==> src/rtl/sim_supervisor.sv <==
// Run-control supervisor for Core: sequences its reset, counts run cycles and
// watches data-memory stores for a tohost completion write or a timeout.
module sim_supervisor #(
    parameter int unsigned        ADDR_W         = 32,
    parameter int unsigned        DATA_W         = 32,
    parameter logic [ADDR_W-1:0]  TOHOST_ADDR    = 'h0000_1000,
    parameter int unsigned        RST_CYCLES     = 2,
    parameter int unsigned        TIMEOUT_CYCLES = 100,
    parameter int unsigned        CNT_W          = 32
) (
    input  logic              clk_i,
    input  logic              rst_i,
    input  logic              start_i,
    input  logic              st_valid_i,
    input  logic [ADDR_W-1:0] st_addr_i,
    input  logic [DATA_W-1:0] st_data_i,
    output logic              core_rst_o,
    output logic              running_o,
    output logic              done_o,
    output logic              pass_o,
    output logic              fail_o,
    output logic              timeout_o,
    output logic [DATA_W-2:0] exit_code_o,
    output logic [CNT_W-1:0]  cycle_cnt_o
);

    typedef enum logic [1:0] {S_IDLE, S_RESET, S_RUN, S_DONE} state_t;

    localparam int unsigned       RST_W        = (RST_CYCLES > 1) ? $clog2(RST_CYCLES) : 1;
    localparam logic [RST_W-1:0]  RST_LAST     = RST_W'(RST_CYCLES - 1);
    localparam logic [CNT_W-1:0]  TIMEOUT_LAST = CNT_W'(TIMEOUT_CYCLES - 1);
    localparam bit                TIMEOUT_EN   = (TIMEOUT_CYCLES != 0);

    state_t           state;
    logic [RST_W-1:0] rst_cnt;
    logic             hit;
    logic             timeout_hit;

    // A completion is a tohost store with bit 0 set; the remaining bits carry the exit code.
    assign hit         = st_valid_i && (st_addr_i == TOHOST_ADDR) && st_data_i[0];
    assign timeout_hit = TIMEOUT_EN && (cycle_cnt_o == TIMEOUT_LAST);

    // Core is held in reset everywhere except RUN, which also freezes it in DONE.
    assign core_rst_o = (state != S_RUN);
    assign running_o  = (state == S_RUN);
    assign done_o     = (state == S_DONE);

    // NOTE: sequential state uses non-blocking assignments so every register
    // samples pre-edge values regardless of statement order.
    always_ff @(posedge clk_i or negedge rst_i) begin
        if (!rst_i) begin
            state       <= S_IDLE;
            rst_cnt     <= '0;
            cycle_cnt_o <= '0;
            exit_code_o <= '0;
            pass_o      <= 1'b0;
            fail_o      <= 1'b0;
            timeout_o   <= 1'b0;
        end else begin
            case (state)
                S_IDLE, S_DONE: begin
                    if (start_i) begin
                        state       <= S_RESET;
                        rst_cnt     <= '0;
                        cycle_cnt_o <= '0;
                        exit_code_o <= '0;
                        pass_o      <= 1'b0;
                        fail_o      <= 1'b0;
                        timeout_o   <= 1'b0;
                    end
                end
                S_RESET: begin
                    if (rst_cnt == RST_LAST) begin
                        state <= S_RUN;
                    end else begin
                        rst_cnt <= rst_cnt + 1'b1;
                    end
                end
                S_RUN: begin
                    // Hit takes priority over a coincident timeout; the count then holds.
                    if (hit) begin
                        state       <= S_DONE;
                        exit_code_o <= st_data_i[DATA_W-1:1];
                        pass_o      <= (st_data_i[DATA_W-1:1] == '0);
                        fail_o      <= (st_data_i[DATA_W-1:1] != '0);
                    end else if (timeout_hit) begin
                        state     <= S_DONE;
                        timeout_o <= 1'b1;
                    end else if (!(&cycle_cnt_o)) begin
                        cycle_cnt_o <= cycle_cnt_o + 1'b1;
                    end
                end
                default: state <= S_IDLE;
            endcase
        end
    end

endmodule

==> config.mk <==
export PLATFORM = sky130hd
export DESIGN_NAME = sim_supervisor
export DESIGN_NICKNAME = d
export VERILOG_FILES = /design/src/rtl/sim_supervisor.sv
export SDC_FILE = /design/constraint.sdc
export NUM_CORES = 1
export LEC_CHECK = 0
export ABC_AREA = 1
export BUFFER_PORTS_ARGS = -buffer_cell sky130_fd_sc_hd__buf_2
export CORE_MARGIN = 4
export CORE_UTILIZATION = 55
export DETAILED_ROUTE_END_ITERATION = 10
export HOLD_SLACK_MARGIN = 0.02
export PLACE_DENSITY = 0.88
export SLEW_MARGIN = 20
export SYNTH_ARGS = -nofsm -noshare
export SYNTH_HDL_FRONTEND = slang
export SYNTH_SLANG_ARGS = --single-unit
export TNS_END_PERCENT = 30
==> constraint.sdc <==
create_clock -name clk_i -period 3.4 [get_ports clk_i]
set_input_delay 0.34 -clock clk_i [delete_from_list [all_inputs] [get_ports clk_i]]
set_output_delay 0.34 -clock clk_i [all_outputs]
set_load 0.1 [all_outputs]
After elaboration in Yosys (flattened, before gate mapping)
Cells that the tools add are included.
{"block": "totals", "elab_cells": 60, "mem_count": 0, "latch_bits": 0, "out_inout_bits": 69, "regBits": 69, "ramBits": 0, "rom_bits": 0, "inputBits": 68}
{"block": "classes", "n_shift": 0, "n_reduce_logical": 14, "div": 0, "n_addsub": 2, "bitwise": 0, "muxes": 23, "order_cmp": 0, "multipliers": 0, "eq_ne": 14}
{"op": "$mux 32", "count": 4}
{"op": "$pmux 32 s2", "count": 1}
{"op": "$mux 31", "count": 2}
{"op": "$pmux 31 s2", "count": 1}
{"op": "$add 32x1->32 const B", "count": 1}
{"op": "$eq 32x13->1 const B", "count": 1}
{"op": "$eq 32x7->1 const B", "count": 1}
{"op": "$reduce_and 32->1", "count": 1}
{"op": "$logic_not 31->1", "count": 1}
{"op": "$reduce_bool 31->1", "count": 1}
{"op": "$ne 2x2->1 const B", "count": 6}
{"op": "$mux 2", "count": 4}
{"op": "$pmux 1 s2", "count": 4}
{"op": "$mux 1", "count": 6}
{"op": "$pmux 2 s3", "count": 1}
{"op": "$reduce_and 3->1", "count": 2}
{"op": "$reduce_and 5->1", "count": 1}
{"op": "$eq 2x2->1 const B", "count": 2}
{"op": "$ne 2x1->1 const B", "count": 2}
{"op": "$reduce_and 4->1", "count": 1}
{"op": "$reduce_bool 2->1", "count": 2}
{"op": "$ne 3x1->1 const B", "count": 1}
{"op": "$eq 2x1->1 const B", "count": 1}
{"op": "$logic_and 1x1->1", "count": 2}
{"op": "other kinds (4)", "count": 4}

Longest topological paths before layout
{"block": "depth", "word_depth": 5, "mapped_depth": 12, "mapped_depth_nobuf": 12}

Worst setup path after synthesis
OpenSTA, ideal clock, no wires.
{"block": "synth_timing", "path_kind": "register -> register", "from": "register state[0]", "to": "register cycle_cnt_o[22]", "setup_slack_ns": 0.544, "t_arrival_ns": 2.733, "period_less_slack_ns": 2.856, "setup_time_ns": 0.123, "path_stages_with_launch": 9, "required_ns": 3.277, "path_buffers": 2, "path_cell_list": "dfrtp_1 -> inv_1 -> ha_1 -> clkbuf_1 -> inv_2 -> buf_1 -> nor2_1 -> nand3_1 -> nand2_1"}
{"block": "synth_between", "word_cells_on_any_way": 11, "cone_classes": "6 x eq/ne; 1 x mux; 4 x reduce/logical"}
{"element": "start: declaration", "line_no": "34", "source": "state_t state;"}
{"element": "start signal: assignment", "line_no": "52", "source": "state <= S_IDLE;"}
{"element": "start signal: assignment", "line_no": "63", "source": "state <= S_RESET;"}
{"element": "start signal: assignment", "line_no": "74", "source": "state <= S_RUN;"}
{"element": "$eq 2x2->1 *"}
{"element": "net running_o", "line_no": "18", "source": "output logic running_o,"}
{"element": "$ne 2x2->1 (no line) / $reduce_bool 2->1 (equally long branches)"}
{"element": "$reduce_and 5->1 (no line)"}
{"element": "end signal: assignment", "line_no": "90", "source": "cycle_cnt_o <= cycle_cnt_o + 1'b1;"}
{"element": "end: declaration", "line_no": "24", "source": "output logic [CNT_W-1:0] cycle_cnt_o"}
Mark *: on every way through the listed nets, which the timed path passes. The rest lies on a longest branch.
A chain may end at the register's enable or synchronous reset.

Worst setup path in the final report
{"block": "layout_timing", "from": "register state[0]", "to": "output core_rst_o"}
{"block": "layout_between", "elab_chain_len": 1}
{"element": "$ne 2x2->1", "line_no": "44", "source": "assign core_rst_o = (state != S_RUN);"}
{"element": "end: declaration", "line_no": "17", "source": "output logic core_rst_o,"}
Every way passes these cells.

==> results.txt <==
The run finished, with violations left. The checks that failed: negative hold slack. The worst-margin pin slew is 0.977 ns.

The width of the die came out at 95.7 microns. Leaving out fill and tap cells, the most frequent cell in the layout is sky130_fd_sc_hd__nand2_1. The number of setup violations in the final report is 0. TritonCTS built the clock tree. The buffering stage count on the worst path with inverters included came out at 4.

The number of post-CTS setup repair buffers is 0. The startpoint type of the worst setup path is a register. The number of port buffers came out at 136. Yosys printed 0 warnings. The combinational fraction of design power came out at 51.1%. The count of flip-flops with a built-in enable after synthesis is 0.

The critical path arrival came out at 2.28 ns. The type of the worst min-delay path is input port to asynchronous set/reset pin. Across the VDD grid, the largest voltage drop is 0.490 mV.

The final weighted congestion of routability-driven global placement is 0.976. The relative contribution of the clock network to total power is 21.7%. 137 I/O pins were placed.

The initialized floorplan defines 31 standard-cell rows. STA classifies the critical path endpoint as a primary output. The synthesized design devotes to its leading area cell type 40.8% of total area. The die outline height is 95.7 microns.

The final count of pins violating max slew came out at 0. The critical path is of the register to primary output type. The via count of the first global-routing pass came to 4428. Ranked by total cell area, the synthesized netlist is headed by sky130_fd_sc_hd__dfrtp_1, sky130_fd_sc_hd__nand2_1, sky130_fd_sc_hd__nor2_1. The total congestion overflow is 0. The post-route worst setup slack is 0.783 ns. The count of fill cells added during filler insertion came out at 664. Once the floorplan was initialized, standard cells occupied 57.4% of the core. Setup repair after global routing left no endpoint under its margin. The internal power of the cells totals 1.65 mW. The setup TNS after final layout came out at 0 ns. For this design the static power due to leakage is 2.72 nW. The average instance area after synthesis came out at 6.60 sq um. The level count of the clock H-tree is 3. After detailed routing, the total wire length is 13000 microns.

Detailed routing inserted a total of 4671 vias. The initial antenna violation count is 0. The post-detailed-route DRC marker count is 0. The clock passes through at most 2 buffers. The final number of hold-violating endpoints came out at 6. The synthesis-to-layout area growth is 22.6%.

The most used flip-flop cell after synthesis is sky130_fd_sc_hd__dfrtp_1. The biggest fanout along the worst timing path is 15. The total nets after synthesis came out at 714.

The slowest stage of the critical path belongs to the cell sky130_fd_sc_hd__buf_2. The average wire per cell in the routed design came out at 14.9 microns. The count of cells resized by post-cts repair is 0. In this run the power density over the cells is 705 mW/mm^2. The library cells used most frequently in the layout, excluding fill and tap cells, are sky130_fd_sc_hd__nand2_1, sky130_fd_sc_hd__buf_2, sky130_fd_sc_hd__nor2_1. The switching power is 2.00 mW. The later-pin clock latency in the skew report is 0.36 ns.

Counting distinct cell types in the post-synthesis netlist gives 29. The combined area of all synthesized cells is 0.00423 sq mm. The highest cell delay on the worst timing path is 0.45 ns.

The achievable frequency is 382 MHz. The post-layout minimum cycle time is 2.62 ns. The all-layer global routing usage came out at 29.3%. The number of antenna diodes in the final layout is 0. Among cell families on the critical path, the largest total delay comes from buffers and inverters. The number of clock buffers inserted by TritonCTS is 9. The detailed router finished its first iteration with 378 violations.

The biggest area contributor in the post-synthesis netlist is sky130_fd_sc_hd__dfrtp_1. The number of nets in the final layout came out at 843. The post-route non-filler standard cell count is 874. The core area is 0.00737 sq mm. The placed wire-length estimate after detailed placement came out at 9550 microns.

The post-place setup slack came out at 1.07 ns. For this run, asynchronously set or reset flops after synthesis account for 100%. The number of buffers inserted for hold repair after clock tree synthesis came out at 0. The synthesis-stage register bit count came out at 69. The detailed-routing iteration count for the pre-antenna-repair pass came out at 5. For this run, the register share of the synthesized area comes to 40.8%. Including well taps, the total number of placed cells is 858. The maximum number of pins on one net before global-route repair is 66. The count of maximum capacitance violations is 0.

The total number of clock tree sinks came out at 69. The count of nets left with antenna violations once routing finished came out at 0. The ratio of cells with drive above 1 in the final layout is 21.8%. The clock-pin slew of the registers on the worst-case setup and hold paths is 0.09 ns. The post-route fraction of the period consumed by the critical path is 77.0%. The tree is rooted in a sky130_fd_sc_hd__clkbuf_8. The via density per instance is 5.34. The worst path required time is 3.06 ns. In this run the tightest slew margin relative to its limit is 34.6%. The die area came out at 0.00916 sq mm. The global-route wire length before repair came out at 20800 microns. The count of mapped cells out of synthesis came out at 641. The switching power as a share of total power is 54.8%. The critical path goes through inv_1 > ha_1 > inv_2 > buf_4 > buf_2. Per report_power, the sequential group accounts for 27.1% of the total. The clock skew after layout came out at 0.0105 ns. The worst hold slack came out at -0.00604 ns.
==> state kept, by name, summed over array words and instances, names as in the netlist <==
name and flops:
state 2, pass_o 1, exit_code_o 31, timeout_o 1, cycle_cnt_o 32, rst_cnt 1, fail_o 1
==> per-stage QoR <==
stage	cell area, sq um	total power, mW	utilization, %
2_1_floorplan	4230	2.59	-
3_3_place_gp	4960	2.80	67.3
3_5_place_dp	4960	2.85	67.3
4_1_cts	5190	3.65	70.4
5_1_grt	5190	3.87	70.4
6_report	5190	3.66	70.4
==> synthesized netlist by cell type, types with 2 or more instances <==
cell type,number
sky130_fd_sc_hd__nand2_1,239
sky130_fd_sc_hd__o21ai_0,31
sky130_fd_sc_hd__o21a_1,2
sky130_fd_sc_hd__nand2_2,2
sky130_fd_sc_hd__and2_1,3
sky130_fd_sc_hd__dfrtp_1,69
sky130_fd_sc_hd__nor2_4,3
sky130_fd_sc_hd__a21oi_1,5
sky130_fd_sc_hd__ha_1,5
sky130_fd_sc_hd__xnor2_1,2
sky130_fd_sc_hd__xor2_1,6
sky130_fd_sc_hd__nand3_1,52
sky130_fd_sc_hd__inv_1,48
sky130_fd_sc_hd__clkbuf_1,12
sky130_fd_sc_hd__o21ai_1,11
sky130_fd_sc_hd__nand4_1,9
sky130_fd_sc_hd__nor2_1,108
sky130_fd_sc_hd__buf_6,3
sky130_fd_sc_hd__nand2_4,2
sky130_fd_sc_hd__nor2_2,2
sky130_fd_sc_hd__buf_2,7
sky130_fd_sc_hd__nor3_1,13
==> worst paths after layout <==
check / startpoint / endpoint / slack, ns / depth (start not counted)
max in group asynchronous: rst_i / cycle_cnt_o[8]$_DFFE_PN0P_ / 2.77 / 2
min in group clk_i: st_data_i[10] / exit_code_o[9]$_DFFE_PN0P_ / 0.23 / 3
hold / removal: rst_i / exit_code_o[9]$_DFFE_PN0P_ / -0.006 / 1
hold reg to reg: exit_code_o[9]$_DFFE_PN0P_ / exit_code_o[9]$_DFFE_PN0P_ / 0.49 / 2
setup / recovery: state[0]$_DFFE_PN0P_ / core_rst_o / 0.78 / 5
setup reg to reg: state[0]$_DFFE_PN0P_ / exit_code_o[1]$_DFFE_PN0P_ / 0.97 / 7
==> kinds of logic (layout without fill, tap and decap cells) <==
| logic type | count (synthesis) | count (layout) | synth area share (%) |
|---|---|---|---|
| compound gates | 51 | 51 | 6.24 |
| flops | 69 | 69 | 40.8 |
| fa+ha+maj | 5 | 5 | 1.48 |
| simple gates | 435 | 435 | 42.6 |
| buf+inv | 73 | 207 | 7.21 |
| xor+xnor | 8 | 8 | 1.66 |
==> metal layers <==
layer	wire, microns	global-route usage (%)
met5	0	0
met4	256	10.5
met3	905	4.85
met2	6380	49.2
met1	5460	38.2
==> area by class of cell <==
type	count	area, sq um	area share [%]
multi-input cells	499	2200	42.4
repair buffers	141	721	13.9
clock inverters	7	105	2.03
well taps	99	124	2.39
inverters	50	188	3.62
clock buffers	9	124	2.39
flip-flops and latches	69	1730	33.3
==> worst reg2reg max path, cell delays in order (launching register included) <==
cell,delay (ns)
sky130_fd_sc_hd__dfrtp_1,0.43
sky130_fd_sc_hd__inv_1,0.07
sky130_fd_sc_hd__ha_1,0.34
sky130_fd_sc_hd__inv_1,0.06
sky130_fd_sc_hd__nor2_1,0.22
sky130_fd_sc_hd__nor2_1,0.13
sky130_fd_sc_hd__nand2_2,0.73
sky130_fd_sc_hd__o21ai_0,0.28
==> power by group through the flow <==
stage | combinational, mW | clock, mW | sequential (mW)
6_report | 1.87 | 0.795 | 0.992
5_1_grt | 2.03 | 0.846 | 0.998
4_1_cts | 1.87 | 0.799 | 0.989
3_5_place_dp | 1.85 | 0 | 1.00
3_3_place_gp | 1.80 | 0 | 0.997
2_1_floorplan | 1.04 | 0 | 1.54
Power figures use the tool's default switching activity.
